<file path="config.mk">
export PLATFORM = sky130hd
export DESIGN_NAME = gpio_ctrl
export DESIGN_NICKNAME = d
export VERILOG_FILES = /design/src/rtl/gpio_pkg.sv /design/src/rtl/gpio_debounce.sv /design/src/rtl/gpio_ctrl.sv
export SDC_FILE = /design/constraint.sdc
export NUM_CORES = 1
export LEC_CHECK = 0
export BUFFER_PORTS_ARGS = -buffer_cell sky130_fd_sc_hd__buf_2
export CAP_MARGIN = 10
export CORE_UTILIZATION = 55
export DETAILED_ROUTE_END_ITERATION = 8
export HOLD_SLACK_MARGIN = 0.1
export PLACE_DENSITY = 0.92
export SYNTH_ARGS = -nofsm -noshare
export SYNTH_HDL_FRONTEND = slang
export SYNTH_HIERARCHICAL = 1
export SYNTH_SLANG_ARGS = --single-unit
export TNS_END_PERCENT = 30
</file>
<file path="constraint.sdc">
create_clock -name clk_i -period 2.6 [get_ports clk_i]
set_input_delay 0.13 -clock clk_i [delete_from_list [all_inputs] [get_ports clk_i]]
set_output_delay 0.13 -clock clk_i [all_outputs]
set_load 0.02 [all_outputs]
</file>
<file path="src/rtl/gpio_pkg.sv">
// Shared register-map constants, register-index enum and address decoder for gpio_ctrl.
package gpio_pkg;

  localparam int unsigned ADDR_BTN_LEVEL = 0;
  localparam int unsigned ADDR_EDGE      = 1;
  localparam int unsigned ADDR_MASK      = 2;
  localparam int unsigned ADDR_LED       = 3;
  localparam int unsigned ADDR_HEX0      = 4;

  localparam int unsigned MAX_HEX = 4;

  typedef enum logic [2:0] {
    RegBtnLevel,
    RegEdge,
    RegMask,
    RegLed,
    RegHex,
    RegNone
  } reg_idx_e;

  // Maps a zero-extended word address onto the register it selects.
  function automatic reg_idx_e addr_decode(input logic [31:0] addr, input int unsigned n_hex);
    reg_idx_e sel;
    if (addr == ADDR_BTN_LEVEL) begin
      sel = RegBtnLevel;
    end else if (addr == ADDR_EDGE) begin
      sel = RegEdge;
    end else if (addr == ADDR_MASK) begin
      sel = RegMask;
    end else if (addr == ADDR_LED) begin
      sel = RegLed;
    end else if ((addr >= ADDR_HEX0) && (addr < (ADDR_HEX0 + n_hex))) begin
      sel = RegHex;
    end else begin
      sel = RegNone;
    end
    return sel;
  endfunction

endpackage

</file>
<file path="src/rtl/gpio_debounce.sv">
// One button channel: two-flop synchroniser followed by a stable-level debouncer.
module gpio_debounce #(
  parameter int unsigned DEB_CYC = 16
) (
  input  logic clk_i,
  input  logic reset_i,
  input  logic btn_i,
  output logic level_o
);

  localparam int unsigned CntW = $clog2(DEB_CYC + 1);

  logic            sync1_q;
  logic            sync2_q;
  logic            level_q;
  logic            level_d;
  logic [CntW-1:0] cnt_q;
  logic [CntW-1:0] cnt_d;

  // The counter only runs while the synchronised input disagrees with the accepted level,
  // so it can never pass DEB_CYC-1 and never wraps.
  always_comb begin
    level_d = level_q;
    cnt_d   = cnt_q;
    if (sync2_q == level_q) begin
      cnt_d = '0;
    end else if (cnt_q == CntW'(DEB_CYC - 1)) begin
      level_d = sync2_q;
      cnt_d   = '0;
    end else begin
      cnt_d = cnt_q + CntW'(1);
    end
  end

  // Everything resets to the released (high) level so leaving reset cannot look like a press.
  always_ff @(posedge clk_i) begin
    if (reset_i) begin
      sync1_q <= 1'b1;
      sync2_q <= 1'b1;
      level_q <= 1'b1;
      cnt_q   <= '0;
    end else begin
      sync1_q <= btn_i;
      sync2_q <= sync1_q;
      level_q <= level_d;
      cnt_q   <= cnt_d;
    end
  end

  assign level_o = level_q;

endmodule

</file>
<file path="src/rtl/gpio_ctrl.sv">
// Memory-mapped GPIO: debounced buttons with sticky press capture, LED and seven-segment registers.
module gpio_ctrl
  import gpio_pkg::*;
#(
  parameter int unsigned N_BTN   = 4,
  parameter int unsigned N_LED   = 18,
  parameter int unsigned N_HEX   = 2,
  parameter int unsigned DEB_CYC = 16,
  parameter int unsigned ADDR_W  = 3
) (
  input  logic                 clk_i,
  input  logic                 reset_i,
  input  logic [N_BTN-1:0]     botones_i,
  input  logic [31:0]          data_in_i,
  input  logic [ADDR_W-1:0]    addr_i,
  input  logic                 rd_en_i,
  input  logic                 wr_en_i,
  output logic [31:0]          data_out_o,
  output logic                 rd_valid_o,
  output logic                 irq_o,
  output logic [N_BTN-1:0]     leds_botones_o,
  output logic [N_LED-1:0]     leds_rojos_o,
  output logic [8*N_HEX-1:0]   hex_o
);

  logic [N_BTN-1:0] level;
  logic [N_BTN-1:0] press;

  for (genvar i = 0; i < N_BTN; i++) begin : g_btn
    gpio_debounce #(
      .DEB_CYC(DEB_CYC)
    ) u_debounce (
      .clk_i  (clk_i),
      .reset_i(reset_i),
      .btn_i  (botones_i[i]),
      .level_o(level[i])
    );
  end

  logic [N_BTN-1:0]            prev_q;
  logic [N_BTN-1:0]            status_q;
  logic [N_BTN-1:0]            status_d;
  logic [N_BTN-1:0]            mask_q;
  logic [N_BTN-1:0]            mask_d;
  logic [N_LED-1:0]            led_q;
  logic [N_LED-1:0]            led_d;
  logic [N_HEX-1:0][7:0]       hex_q;
  logic [N_HEX-1:0][7:0]       hex_d;
  logic                        irq_q;
  logic                        irq_d;
  logic [31:0]                 data_out_q;
  logic [31:0]                 data_out_d;
  logic                        rd_valid_q;
  logic                        rd_valid_d;

  logic [31:0] addr_ext;
  logic [31:0] hex_idx;
  reg_idx_e    reg_sel;
  logic [31:0] rdata;

  assign addr_ext = 32'(addr_i);
  assign hex_idx  = addr_ext - ADDR_HEX0;
  assign reg_sel  = addr_decode(addr_ext, N_HEX);

  // A press is a debounced 1->0 transition.
  assign press = prev_q & ~level;

  always_comb begin
    status_d = status_q;
    mask_d   = mask_q;
    led_d    = led_q;
    hex_d    = hex_q;
    if (wr_en_i) begin
      case (reg_sel)
        RegEdge: status_d = status_q & ~data_in_i[N_BTN-1:0];
        RegMask: mask_d   = data_in_i[N_BTN-1:0];
        RegLed:  led_d    = data_in_i[N_LED-1:0];
        RegHex: begin
          for (int k = 0; k < int'(N_HEX); k++) begin
            if (hex_idx == 32'(k)) begin
              hex_d[k] = data_in_i[7:0];
            end
          end
        end
        default: ;
      endcase
    end
    // Applied after the clear so a same-cycle press keeps its bit set.
    status_d = status_d | press;
  end

  always_comb begin
    rdata = '0;
    case (reg_sel)
      RegBtnLevel: rdata[N_BTN-1:0] = level;
      RegEdge:     rdata[N_BTN-1:0] = status_q;
      RegMask:     rdata[N_BTN-1:0] = mask_q;
      RegLed:      rdata[N_LED-1:0] = led_q;
      RegHex: begin
        for (int k = 0; k < int'(N_HEX); k++) begin
          if (hex_idx == 32'(k)) begin
            rdata[7:0] = hex_q[k];
          end
        end
      end
      default: ;
    endcase
  end

  always_comb begin
    irq_d      = |(status_q & mask_q);
    rd_valid_d = rd_en_i;
    data_out_d = rd_en_i ? rdata : data_out_q;
  end

  always_ff @(posedge clk_i) begin
    if (reset_i) begin
      prev_q     <= '1;
      status_q   <= '0;
      mask_q     <= '0;
      led_q      <= '0;
      hex_q      <= '0;
      irq_q      <= 1'b0;
      data_out_q <= '0;
      rd_valid_q <= 1'b0;
    end else begin
      prev_q     <= level;
      status_q   <= status_d;
      mask_q     <= mask_d;
      led_q      <= led_d;
      hex_q      <= hex_d;
      irq_q      <= irq_d;
      data_out_q <= data_out_d;
      rd_valid_q <= rd_valid_d;
    end
  end

  assign data_out_o     = data_out_q;
  assign rd_valid_o     = rd_valid_q;
  assign irq_o          = irq_q;
  assign leds_botones_o = status_q;
  assign leds_rojos_o   = led_q;
  assign hex_o          = hex_q;

endmodule

</file>
## Word-level counts from Yosys, hierarchy flattened

Index checks and enable logic that the tools add are counted.

- Bits in registers: 98
- Input bits: 43
- Output and inout bits: 72
- Logic and storage cells: 87

- Add/subtract/negate cells: 5
- $lt $le $gt $ge: 2
- Eq/ne operators: 16
- Muxes and demuxes: 12
- Bitwise operators: 10
- Reductions and logical operators: 17

Operators by type and width:

| kind | number |
|---|---|
| 32-bit zero test | 2 |
| 32-bit by 1-bit == test with 1-bit output (second input constant) | 1 |
| 5-bit by 1-bit adder with 5-bit output (second input constant) | 4 |
| 5-bit by 4-bit == test with 1-bit output (second input constant) | 4 |
| 4-bit case mux with 5 select lines | 1 |
| 8-bit two-way mux | 2 |
| 4-bit bitwise AND | 3 |
| 3-bit by 2-bit == test with 1-bit output (second input constant) | 4 |
| 3-bit two-way mux | 4 |
| 2-bit AND reduction | 6 |
| 3-bit OR reduction | 4 |
| 10-bit two-way mux | 1 |
| 4-bit two-way mux | 2 |
| 4-bit inverter | 2 |
| 4-bit case mux with 2 select lines | 1 |
| 3-bit by 1-bit == test with 1-bit output (second input constant) | 2 |
| 3-bit AND reduction | 2 |
| 1-bit == test | 4 |
| 1-bit inverter | 4 |
| 4-bit bitwise OR | 1 |
| 4-bit OR reduction | 1 |
| 3-bit by 3-bit subtractor with 4-bit output (second input constant) | 1 |
| 3-bit == test (second input constant) | 1 |
| 3-bit >= comparator (second input constant) | 1 |
| 4 further kinds | 4 |

## Depth between registers and ports, before layout

- Word-level depth: 11
- Mapped depth: 6
- Mapped depth without buffers: 5

## Cells and area by module

Netlist, hierarchy kept.

Modules (own cells, without submodules):

| module | times used | cells each | area each (um^2) | sequential area each (um^2) |
|---|---|---|---|---|
| gpio_ctrl | 1 | 319 | 2837.7 | 1321.3 |
| gpio_debounce | 4 | 27 | 289.0 | 160.2 |

## Worst setup path after synthesis

Ideal clock, no wire load.

- Path kind: reg-to-reg
- From: reg g_btn[0].u_debounce.cnt_q[0]
- To: reg g_btn[0].u_debounce.cnt_q[2]
- Setup time: 0.064 ns
- Arrival: 1.373 ns
- Required time: 2.536 ns
- Slack: 1.163 ns
- Cell stages (with the launch flop): 6
- Path buffers: 0
- Clock period less this slack: 1.437 ns
- Path through: dfxtp_1 ha_1 and3_1 ha_1 or3_4 nor2_1

- Longest elaborated chain between the ends: 2
- Elaborated cells between the ends (all ways): 3
- Those cells by class: add/sub: 1; eq/ne: 1; reduce/logical: 1

Ends and longest elaborated chain:

| element | line | source |
|---|---|---|
| start: declaration | gpio_debounce.sv:17 | `logic [CntW-1:0] cnt_q;` |
| start signal: assignment | gpio_debounce.sv:46 | `cnt_q <= cnt_d;` |
| parallel branches: the longest is 2 deep, another holds 5-bit by 1-bit adder with 5-bit output | -- |  |

Several ways; the timed one is not identified.
A chain may end at the register's enable or synchronous reset.

## Final worst setup path

- From: reg g_btn[3].u_debounce.cnt_q[0]
- To: reg g_btn[3].u_debounce.cnt_q[2]

- Longest elaborated chain between the ends: 2
- Elaborated cells between the ends (all ways): 3
- Those cells by class: add/sub: 1; eq/ne: 1; reduce/logical: 1

Ends and longest elaborated chain:

| element | line |
|---|---|
| start: declaration | gpio_debounce.sv:17 |
| start signal: assignment | gpio_debounce.sv:46 |
| parallel branches: the longest is 2 deep, another holds 5-bit by 1-bit adder with 5-bit output | -- |

Several ways; the timed one is not identified.

==> impl_metrics.ini <==
[drt]
vias = 3281
wirelength_um = 8820
drc = 0
wire_per_inst_um = 14.1
ant_nets = 0
drt_iter0_markers = 290
drt_pass1_iterations = 4
wl_met2_um = 4450
met1_length_um = 3560
routed.top_layer = met4
viasPerCell = 5.25
met3WireLength_um = 505

[timing]
fmax_mhz = 641
finalMaxSlewViolations = 0
max_slew.worst_pin.slew_ns = 1.12
slew_headroom = 0.251
fin_setup_tns_ns = 0
rsz0062_at_grt = no
fin_skew_ns = 0.0164
fin_crit_ns = 1.56
period_share = 0.600
hold_viol_final = 0
setup-violations-final = 0

[die]
initial_core_util = 0.578
fp.dieW_um = 87.2
fp-row-count = 30
design.die.area_sq_um = 7610
coreArea_sq_um = 6910
top_level_ports = 115
die_y_um = 87.2

[setup_path]
r2r-end = g_btn[3].u_debounce/cnt_q[2]$_SDFF_PP0_
worstPathArrival_ns = 1.85
critical_path.cell_chain = ha_1, and3_1, ha_1, or3_4, nor2_1
cp_num_buf_inv = 0
end_kind = flip-flop
path_class = reg2reg
cp_max_fo = 5
crit_end = g_btn[3].u_debounce/cnt_q[2]$_SDFF_PP0_
regToRegSetupSlack_ns = 1.04
rr_startpoint = g_btn[3].u_debounce/cnt_q[0]$_SDFF_PP0_
cp_common_cell = ha_1
cp.depth = 5
r2r_cells = 5
path_delay_family = simple AND/OR/NAND/NOR gates
critical_path_required_ns = 2.89
start_kind = flip-flop
startpoint = g_btn[3].u_debounce/cnt_q[0]$_SDFF_PP0_
cp_slowest_stage_delay_ns = 0.42
cp_slowest_cell = or3_4

[clock_tree]
htree_levels = 3
clockRootBuffer = clkbuf_8
clk-insertion-delay-late_ns = 0.37
clk_pin_slew_ns = 0.09
cts.sinks = 98
cts_buffers = 9
cts_resized = 0
cts_tree = done
clockBufferDepth = 2
post_cts_buffers = 0

[global_routing]
grt_pass1_vias = 3156
grt_max_degree = 68
grt_pass1_wl_um = 13900
grt.total_usage = 0.239
antenna_found_initial = 0
grt_overflow = 0

[run_status]
status = finished, final reports clean

[place]
gp_congestion = 0.796
io_buffers = 86
dpl-instance-area_sq_um = 4370
dp_hpwl_um = 5820

[layout]
drive_above_1_share = 0.244
area_growth_pct = 19.6
layout_common_cells = 98 x dfxtp_1, 86 x buf_2, 52 x nand2_1, 46 x nor2_1, 45 x a21oi_1
final_nets = 576
layout_commonest_cell = dfxtp_1
fillCellCount = 542
fin_area_sq_um = 4780
diodes = 0

[logic_synthesis]
yosys_warnings = 6
syn_area_per_cell_sq_um = 9.35
yosysSeqAreaShare = 0.491
ys_seq_elements = 98
netlist_area_sq_um = 3990
synth_cell_types = 37
syn_inst = 427

[worst_hold_path]
hold_path_class = in2reg

[job]
drv_cap = 0

[power]
pwr_density_cell_nw_per_um2 = 567
vdd_ir_drop_max_uv = 321
leakagePower_nw = 2.04
[report_power, final]
group / leakage, nW / switching [mW] / internal, mW
registers: 0.794 / 0.0163 / 1.53
clock network: 0.0921 / 0.498 / 0.438
logic: 1.16 / 0.139 / 0.0911
[synth_stat cells]
library cell / instances / area share
xor2_1: 4 / 0.0088
conb_1: 1 / 0.00094
ha_1: 8 / 0.025
and2b_1: 1 / 0.0019
nor4bb_4: 1 / 0.0063
and4b_1: 3 / 0.0075
inv_1: 12 / 0.011
buf_6: 4 / 0.011
xnor2_1: 8 / 0.018
o22ai_1: 4 / 0.0063
and4bb_2: 1 / 0.0031
nand4b_1: 1 / 0.0022
mux2i_1: 24 / 0.060
clkbuf_1: 9 / 0.0085
o21a_1: 4 / 0.0075
or3_4: 4 / 0.011
mux2_2: 4 / 0.011
a22oi_1: 6 / 0.011
nand4bb_1: 1 / 0.0028
and3_1: 4 / 0.0063
o21ai_0: 4 / 0.0050
buf_4: 16 / 0.030
a211o_2: 4 / 0.010
o31ai_1: 4 / 0.0075
nand2b_1: 10 / 0.016
nand4b_2: 1 / 0.0038
dfxtp_1: 98 / 0.49
and3b_1: 1 / 0.0022
nor2_1: 46 / 0.043
buf_2: 6 / 0.0075
a21bo_2: 1 / 0.0025
nand3_1: 4 / 0.0050
nand2_1: 52 / 0.049
a211oi_1: 4 / 0.0075
a21oi_1: 45 / 0.056
or2_2: 12 / 0.019
nor2b_1: 15 / 0.023
[state kept, by name, indices dropped and copies added (netlist names), 4 cells and up]
register and flops:
leds_botones_o 4, g_btn.u_debounce/cnt_q 20, g_btn.u_debounce/level_o 4, g_btn.u_debounce/sync2_q 4, leds_rojos_o 18, data_out_o 18
mask_q 4, g_btn.u_debounce/sync1_q 4, hex_o 16, prev_q 4
[through the flow]
stage / power (mW) / instances / hold slack, ns / setup slack (ns) / util
after detailed placement: 1.78 / 588 / 0.318 / 0.941 / 0.633
after global routing: 2.81 / 625 / 0.277 / 0.951 / 0.691
after CTS: 2.72 / 625 / 0.239 / 1.03 / 0.691
final: 2.71 / 625 / 0.238 / 1.04 / 0.691
after global placement: 1.77 / 588 / 0.313 / 0.996 / 0.633
after floorplan: 1.73 / 440 / 0.229 / 1.16 / -
[how the worst min path moves through the flow]
stage | startpoint | end | depth (start not counted)
2_1_floorplan | reset_i | g_btn[0].u_debounce/level_o$_SDFFE_PP1P_ | 1
3_3_place_gp | botones_i[1] | g_btn[1].u_debounce/sync1_q$_SDFF_PP1_ | 2
3_5_place_dp | botones_i[3] | g_btn[3].u_debounce/sync1_q$_SDFF_PP1_ | 2
4_1_cts | rd_en_i | rd_valid_o$_SDFF_PP0_ | 2
5_1_grt | rd_en_i | data_out_o[5]$_SDFFE_PP0P_ | 3
6_report | rd_en_i | rd_valid_o$_SDFF_PP0_ | 2
[worst register-to-register path: cells and delay by family, from the launching register on]
family                   cells  cell delay (ns)
AND/OR/NAND/NOR              3             0.74
flip-flops                   1             0.33
adder cells (fa/ha/maj)      2             0.43
[kinds of logic (layout without fill, tap and decap cells)]
group	after synthesis	after routing	share of synthesized area
other cells	1	14	0.000939
simple gates	157	157	0.202
mux	28	28	0.0714
buf+inv	47	136	0.0686
flops	98	98	0.491
compound gates	76	76	0.114
fa+ha+maj	8	8	0.0251
xor+xnor	12	12	0.0263
[final cells by class]
cell class                      count  area (sq um)  area share
Sequential cell                    98          1960       0.411
Multi-Input combinational cell    295          1810       0.378
Timing Repair Buffer              109           658       0.138
Clock buffer                       10           128      0.0267
Tap cell                           96           120      0.0252
Clock inverter                      5          56.3      0.0118
Inverter                           12          45.0     0.00943
[layer usage]
metal,vias up,track usage
met5,-,0
li1,1603,-
met4,0,0.155
met1,1536,0.263
met3,29,0.0436
met2,113,0.424
[repair_timing]
action	4_1_cts	5_1_grt
hold buffers	22	0
endpoints found under the setup margin	0	0
hold endpoints to repair	38	0
(Power assumes the default switching activity.)
